==> src/rtl/mon_fifo_rdctl.sv <==
// Read-side controller for the monitor data FIFO: owns the read pointer, requests
// RAM reads, absorbs the one-cycle read latency and hands entries out on valid/ready.
module mon_fifo_rdctl #(
    parameter int AW = 11,
    parameter int DW = 18
) (
    input  logic          clk,
    input  logic          rst_x,
    input  logic          en,
    input  logic          flush,
    input  logic [AW-1:0] waddr,
    output logic          rdreq,
    input  logic          rdack,
    output logic [AW-1:0] raddr,
    input  logic [DW-1:0] rdata,
    output logic          out_valid,
    input  logic          out_ready,
    output logic [DW-1:0] out_data,
    output logic [AW-1:0] level,
    output logic          empty
);

    typedef enum logic [1:0] {
        IDLE  = 2'd0,
        FETCH = 2'd1,
        DRAIN = 2'd2,
        FLUSH = 2'd3
    } state_t;

    state_t        state_q, state_d;
    logic [AW-1:0] raddr_q, raddr_d;
    logic          inflight_q, inflight_d;
    logic [1:0]    count_q, count_d;
    logic [DW-1:0] buf0_q, buf0_d;
    logic [DW-1:0] buf1_q, buf1_d;

    logic          pop;
    logic          push;
    logic          grant;
    logic          clearing;
    logic [1:0]    occupied;
    logic [1:0]    slots_used;
    logic          has_room;

    assign empty     = (raddr_q == waddr);
    assign level     = waddr - raddr_q;
    assign raddr     = raddr_q;
    assign out_valid = (count_q != 2'd0);
    assign out_data  = buf0_q;

    assign pop      = out_valid & out_ready;
    assign push     = inflight_q;
    assign clearing = flush | (state_q == FLUSH);

    // A slot freed by this cycle's pop counts as room, so the 2-entry skid
    // buffer can sustain one entry per clock through the read latency.
    assign occupied   = count_q + {1'b0, inflight_q};
    assign slots_used = occupied - {1'b0, pop};
    assign has_room   = (slots_used < 2'd2);

    assign rdreq = (state_q == FETCH) & ~empty & has_room & ~flush;
    assign grant = rdreq & rdack;

    always_comb begin
        state_d = state_q;
        unique case (state_q)
            IDLE: begin
                if (en) state_d = FETCH;
            end
            FETCH: begin
                if (!en) state_d = DRAIN;
            end
            DRAIN: begin
                if (en) begin
                    state_d = FETCH;
                end else if ((count_q == 2'd0) && !inflight_q) begin
                    state_d = IDLE;
                end
            end
            FLUSH: begin
                state_d = en ? FETCH : IDLE;
            end
            default: state_d = IDLE;
        endcase
        if (flush) state_d = FLUSH;
    end

    always_comb begin
        raddr_d    = raddr_q;
        inflight_d = grant;
        count_d    = count_q;
        buf0_d     = buf0_q;
        buf1_d     = buf1_q;
        if (clearing) begin
            raddr_d    = waddr;
            inflight_d = 1'b0;
            count_d    = 2'd0;
            buf0_d     = '0;
            buf1_d     = '0;
        end else begin
            if (grant) raddr_d = raddr_q + 1'b1;
            unique case ({push, pop})
                2'b10: begin
                    if (count_q == 2'd0) begin
                        buf0_d  = rdata;
                        count_d = 2'd1;
                    end else if (count_q == 2'd1) begin
                        buf1_d  = rdata;
                        count_d = 2'd2;
                    end
                end
                2'b01: begin
                    buf0_d  = buf1_q;
                    count_d = count_q - 2'd1;
                end
                2'b11: begin
                    if (count_q == 2'd1) begin
                        buf0_d = rdata;
                    end else begin
                        buf0_d = buf1_q;
                        buf1_d = rdata;
                    end
                end
                default: ;
            endcase
        end
    end

    always_ff @(posedge clk or negedge rst_x) begin
        if (!rst_x) begin
            state_q    <= IDLE;
            raddr_q    <= '0;
            inflight_q <= 1'b0;
            count_q    <= 2'd0;
            buf0_q     <= '0;
            buf1_q     <= '0;
        end else begin
            state_q    <= state_d;
            raddr_q    <= raddr_d;
            inflight_q <= inflight_d;
            count_q    <= count_d;
            buf0_q     <= buf0_d;
            buf1_q     <= buf1_d;
        end
    end

endmodule

==> config.mk <==
export PLATFORM = sky130hd
export DESIGN_NAME = mon_fifo_rdctl
export DESIGN_NICKNAME = d
export VERILOG_FILES = /design/src/rtl/mon_fifo_rdctl.sv
export SDC_FILE = /design/constraint.sdc
export NUM_CORES = 1
export LEC_CHECK = 0
export BUFFER_PORTS_ARGS = -buffer_cell sky130_fd_sc_hd__buf_2
export CORE_ASPECT_RATIO = 0.7
export CORE_MARGIN = 2
export CORE_UTILIZATION = 45
export CTS_CLUSTER_SIZE = 8
export DETAILED_ROUTE_END_ITERATION = 8
export PLACE_DENSITY = 0.71
export SLEW_MARGIN = 25
export SYNTH_ARGS = -nofsm -noshare
export SYNTH_HDL_FRONTEND = slang
export SYNTH_SLANG_ARGS = --single-unit
export TNS_END_PERCENT = 20
==> constraint.sdc <==
create_clock -name clk -period 5.46 [get_ports clk]
set_input_delay 0.546 -clock clk [delete_from_list [all_inputs] [get_ports clk]]
set_output_delay 0.546 -clock clk [all_outputs]
set_load 0.05 [all_outputs]
Yosys cells after proc, flatten, opt, wreduce, memory -nomap -nowiden. Index checks and enable logic that the tools add are counted.

Add/subtract/negate cells: 5. $lt $le $gt $ge: 1. Equal/unequal tests: 15. Muxes and demuxes: 22. Bitwise operators: 8. Reduce and logical (&&, ||, !) cells: 13.

Operators with widths (number): two-way mux 18 bit (6); case mux 18 bit (3 select lines) (1); case mux 18 bit (2 select lines) (1); two-way mux 11 bit (2); two-way mux 2 bit (8); != test 3 bit (second input constant) (5); adder 11 x 1 -> 11 bit (second input constant) (1); equality test 11 bit (1); subtractor 11 bit (1); equality test 2 bit (second input constant) (4); != test 4 bit (second input constant) (2); case mux 2 bit (4 select lines) (1); equality test 2 x 1 -> 1 bit (second input constant) (3); AND reduction 3 bit (2); nonzero test 3 bit (2); AND 1 bit (5); logical NOT 2 bit (2); case mux 2 bit (2 select lines) (1); AND reduction 2 bit (2); nonzero test 2 bit (2); nonzero test 4 bit (1); adder 2 x 1 -> 2 bit (1); less-than comparator 2 bit (second input constant) (1); two-way mux 1 bit (2); other kinds (6) (7).

Flip-flop bits (word level): 52. Bits of input ports: 35. Output and inout port bits: 43. Word-level logic and storage cells: 70.

Logic depth before layout (Yosys ltp).
Depth after elaboration: 9. Mapped depth: 10. Gate-level depth less buffers: 10.

Least setup slack after synthesis. No wires, ideal clock.

Path kind: register to output. Start point: reg raddr_q[0], in the netlist raddr[0]. End point: out level[10]. Arrival: 2.996 ns. Required time: 4.914 ns. Slack: 1.918 ns. Stages on the path, launching flop included: 10. Buffers on the path: 0. Cell sequence: dfrtp_1 ha_1 inv_1 fa_1 a211oi_1 nor3_1 o31a_1 nor2_1 a21oi_1 xnor2_1.

Longest elaborated chain between the ends: 1.

Ends and longest elaborated chain: from (decl) (line 31) `logic [AW-1:0] raddr_q, raddr_d;`; from (signal assigned) (line 139) `raddr_q <= raddr_d;`; subtractor 11 bit (line 46) `assign level = waddr - raddr_q;`; to (decl) (line 19) `output logic [AW-1:0] level,`.

Every way passes these cells.

Worst setup path in the final report. Ends and elaborated chain as after synthesis.

==> impl_results.md <==
* Setup-failing EPs final at 0
* Number of synthesized flops with an enable pin at 0
* Unique cell type count in the Yosys netlist at 51
* Yosys top cell area share at 39.7%
* Crit-path max cell delay at 0.45 ns
* Area Overhead vs Synth at 17.3%
* Pleak at 2.01 nW
* CTS Sinks at 52
* Share of flip-flops with an asynchronous set or reset at 100%
* DP Cell Count at 507
* First-pass GRT wire length at 12900 µm
* DIE WIDTH at 106 µm
* Final core occ at 55.6%
* Worst clock skew at 0.00861 ns
* Largest net degree at the start of global routing at 53
* Core box area at 6910 µm²
* IO buf count at 77
* Aggregate routed wire length at 7840 µm
* Critical Path Source Type: flop
* IO Count at 78
* DR iter-0 viols at 171
* Initial antenna violation count at 0
* CP Max Fanout at 5
* Hold_buf cts at 0
* Clock buffer depth at 2
* Clk pin slew, worst setup/hold paths at 0.10 ns
* Mapped cell area at 3280 µm²
* Cell Area, Placed at 3750 µm²
* Crit path cell chain: ha_1 -> inv_1 -> fa_1 -> a211oi_1 -> nor3_1 -> o31a_1 -> nor2_1 -> a21oi_1 -> xnor2_1 -> buf_2
* Gr usage total at 20.4%
* P_int at 0.668 mW
* Pwr/cell area at 316 nW/µm²
* CTS Buf Count at 5
* Synth warn at 0
* Antenna diode count at 0
* Switch Pwr at 0.547 mW
* # fillers at 645
* Final critical-path share of the clock period at 60.5%
* Synth Instances at 350
* Slowest cell on the critical path: dfrtp_1
* Post-CTS setup buffers at 0
* Max transition margin at 31.6%
* Crit path kind: flop to primary output
* Pre-CTS setup slack at 2.29 ns
* TNS Setup at 0 ns
* FP Rows at 25
* Status: finished, final reports clean
* Drt first pass iters at 4
* Wire per inst at 15.2 µm
* Design Area, Final at 3840 µm²
* Final #Nets at 470
* Max Cap Viol at 0
* Vias at 2840
* Combinational share of power at 44.2%
* Largest area contributor in the netlist: dfrtp_1
* Total Power at 1.21 mW
* Hold crit path type: primary input to async pin
* Die Area at 7990 µm²
* Final cell count without fillers at 515
* Tmin final at 3.30 ns
* Routed Antenna Nets at 0
* Hold Fails Final Rpt at 0
* Clock root buffer master: clkbuf_8
* Critical Path AT at 2.76 ns
* Synth top area cells: dfrtp_1 (40%), mux2i_1 (12%), ha_1 (5.3%)
* CTS HTree Levels at 2
* Main flop type after synthesis: dfrtp_1
* CP bufs+invs at 2
* Via density at 5.51
* Post-cts gate resize count at 0
* TritonCTS clock tree: done
* Crit-path leading delay family: adder cells
* Net Sw Frac at 45.0%
* Worst Setup End Kind: primary output
* Min Hold Slack at 0.324 ns
* VDD IR max at 0.000133 V
* Starting Density at 47.4%
* Post-synthesis register bit count at 52
* Avg Inst Size Synth at 9.37 µm²
* Net Count, Synth at 400
* DRC violations left at 0
* Critical Path RT at 4.91 ns
* Worst-margin pin slew at 1.02 ns
* Unrepaired setup endpoints after global routing: false
* Setup ws final at 2.16 ns
* GP Congestion at 1.01
* Share of layout cells above drive strength 1 at 24.2%
* Clock power share at 19.5%
* Clock latency on the worst-skew pair at 0.31 ns
* Sequential fraction of the synthesis area at 39.7%
* Die Y at 75.4 µm
* Post-DP HPWL at 5760 µm
* Sequential Power Share at 36.3%
* Multi-input gate area at 1840 µm²
* Total grt overflow at 0
* Achievable Freq at 303 MHz
* Slew Limit Fails at 0
* Vias in the first global route at 2738
* Reg area at 1300 µm²
## flip-flops by register name (all words and copies together) (netlist names)
name / flops
buf1_q: 18
count_q: 2
inflight_q: 1
out_data: 18
raddr: 11
state_q: 2
## area by class of cell
| type | instances | area share [%] |
|---|---|---|
| repair buffers | 80 | 10.6 |
| well taps | 94 | 3.06 |
| flip-flops and latches | 52 | 33.9 |
| inverters | 20 | 1.95 |
| clock buffers | 6 | 2.15 |
| clock inverters | 2 | 0.391 |
| multi-input cells | 261 | 48.0 |
## layer usage
layer	wire length, µm	GRT usage (%)	vias up	share of wire [%]
met5	0	0	-	0
met4	142	6.73	0	1.8
met3	450	3.93	14	5.7
met2	3490	32.1	83	45
met1	3750	28.8	1358	48
li1	-	-	1385	-
## worst paths after layout
path	startpoint	to	cells past startpoint	slack, ns
max in group asynchronous	rst_x	out_data[0]	2	4.66
hold / removal	rst_x	out_data[11]	2	0.32
hold reg to reg	out_data[12]	out_data[12]	2	0.48
setup reg to reg	raddr[2]	raddr[6]	8	2.82
min in group clk	waddr[0]	raddr[0]	3	0.44
setup / recovery	raddr[0]	level[10]	10	2.16
## cell families (layout without fill, tap and decap cells)
family | count (synthesis) | count (layout) | synth area share (%)
flops | 52 | 52 | 39.7
fa+ha+maj | 15 | 15 | 5.95
mux | 43 | 43 | 13.8
xor+xnor | 12 | 12 | 3.21
compound gates | 64 | 64 | 13.8
simple gates | 127 | 127 | 19.1
buf+inv | 37 | 108 | 4.43
## placed cells by master, fill, tap and decap left out, types with 2 or more instances in the layout
master,n
nand3_1,11
a311o_1,2
o21a_1,2
nor4_1,5
o211ai_1,4
nand2_1,46
or2_2,3
clkbuf_8,6
nor3_2,2
nor3_1,6
or4_1,2
xnor2_1,8
mux2i_1,40
nand4_1,6
buf_2,77
clkinvlp_4,2
buf_4,3
nor2b_1,2
dfrtp_1,52
mux2_4,2
a21oi_1,11
xor2_1,4
o31ai_1,20
nand2b_1,3
o21ai_0,10
a22oi_1,2
a21o_1,2
ha_1,14
and3_1,3
inv_1,20
nor2_1,29
## Yosys cell counts, drive strengths merged, types with 3 or more instances
cell type,count
o31ai,20
a21oi,11
or2,4
nor3,8
o21ai,11
nor4,6
o211ai,4
dfrtp,52
clkbuf,13
nand2,46
and3,3
ha,14
buf,4
nand3,11
nand2b,3
a21o,3
xnor2,8
nand4,7
nor2,29
inv,20
xor2,4
mux2i,41
## power groups by stage
stage	registers, mW	clock network (mW)	logic, mW
4_1_cts	0.441	0.246	0.539
2_1_floorplan	0.522	0	0.333
5_1_grt	0.446	0.257	0.580
3_5_place_dp	0.448	0	0.537
3_3_place_gp	0.447	0	0.531
6_report	0.441	0.237	0.537
Power figures use the tool's default switching activity.
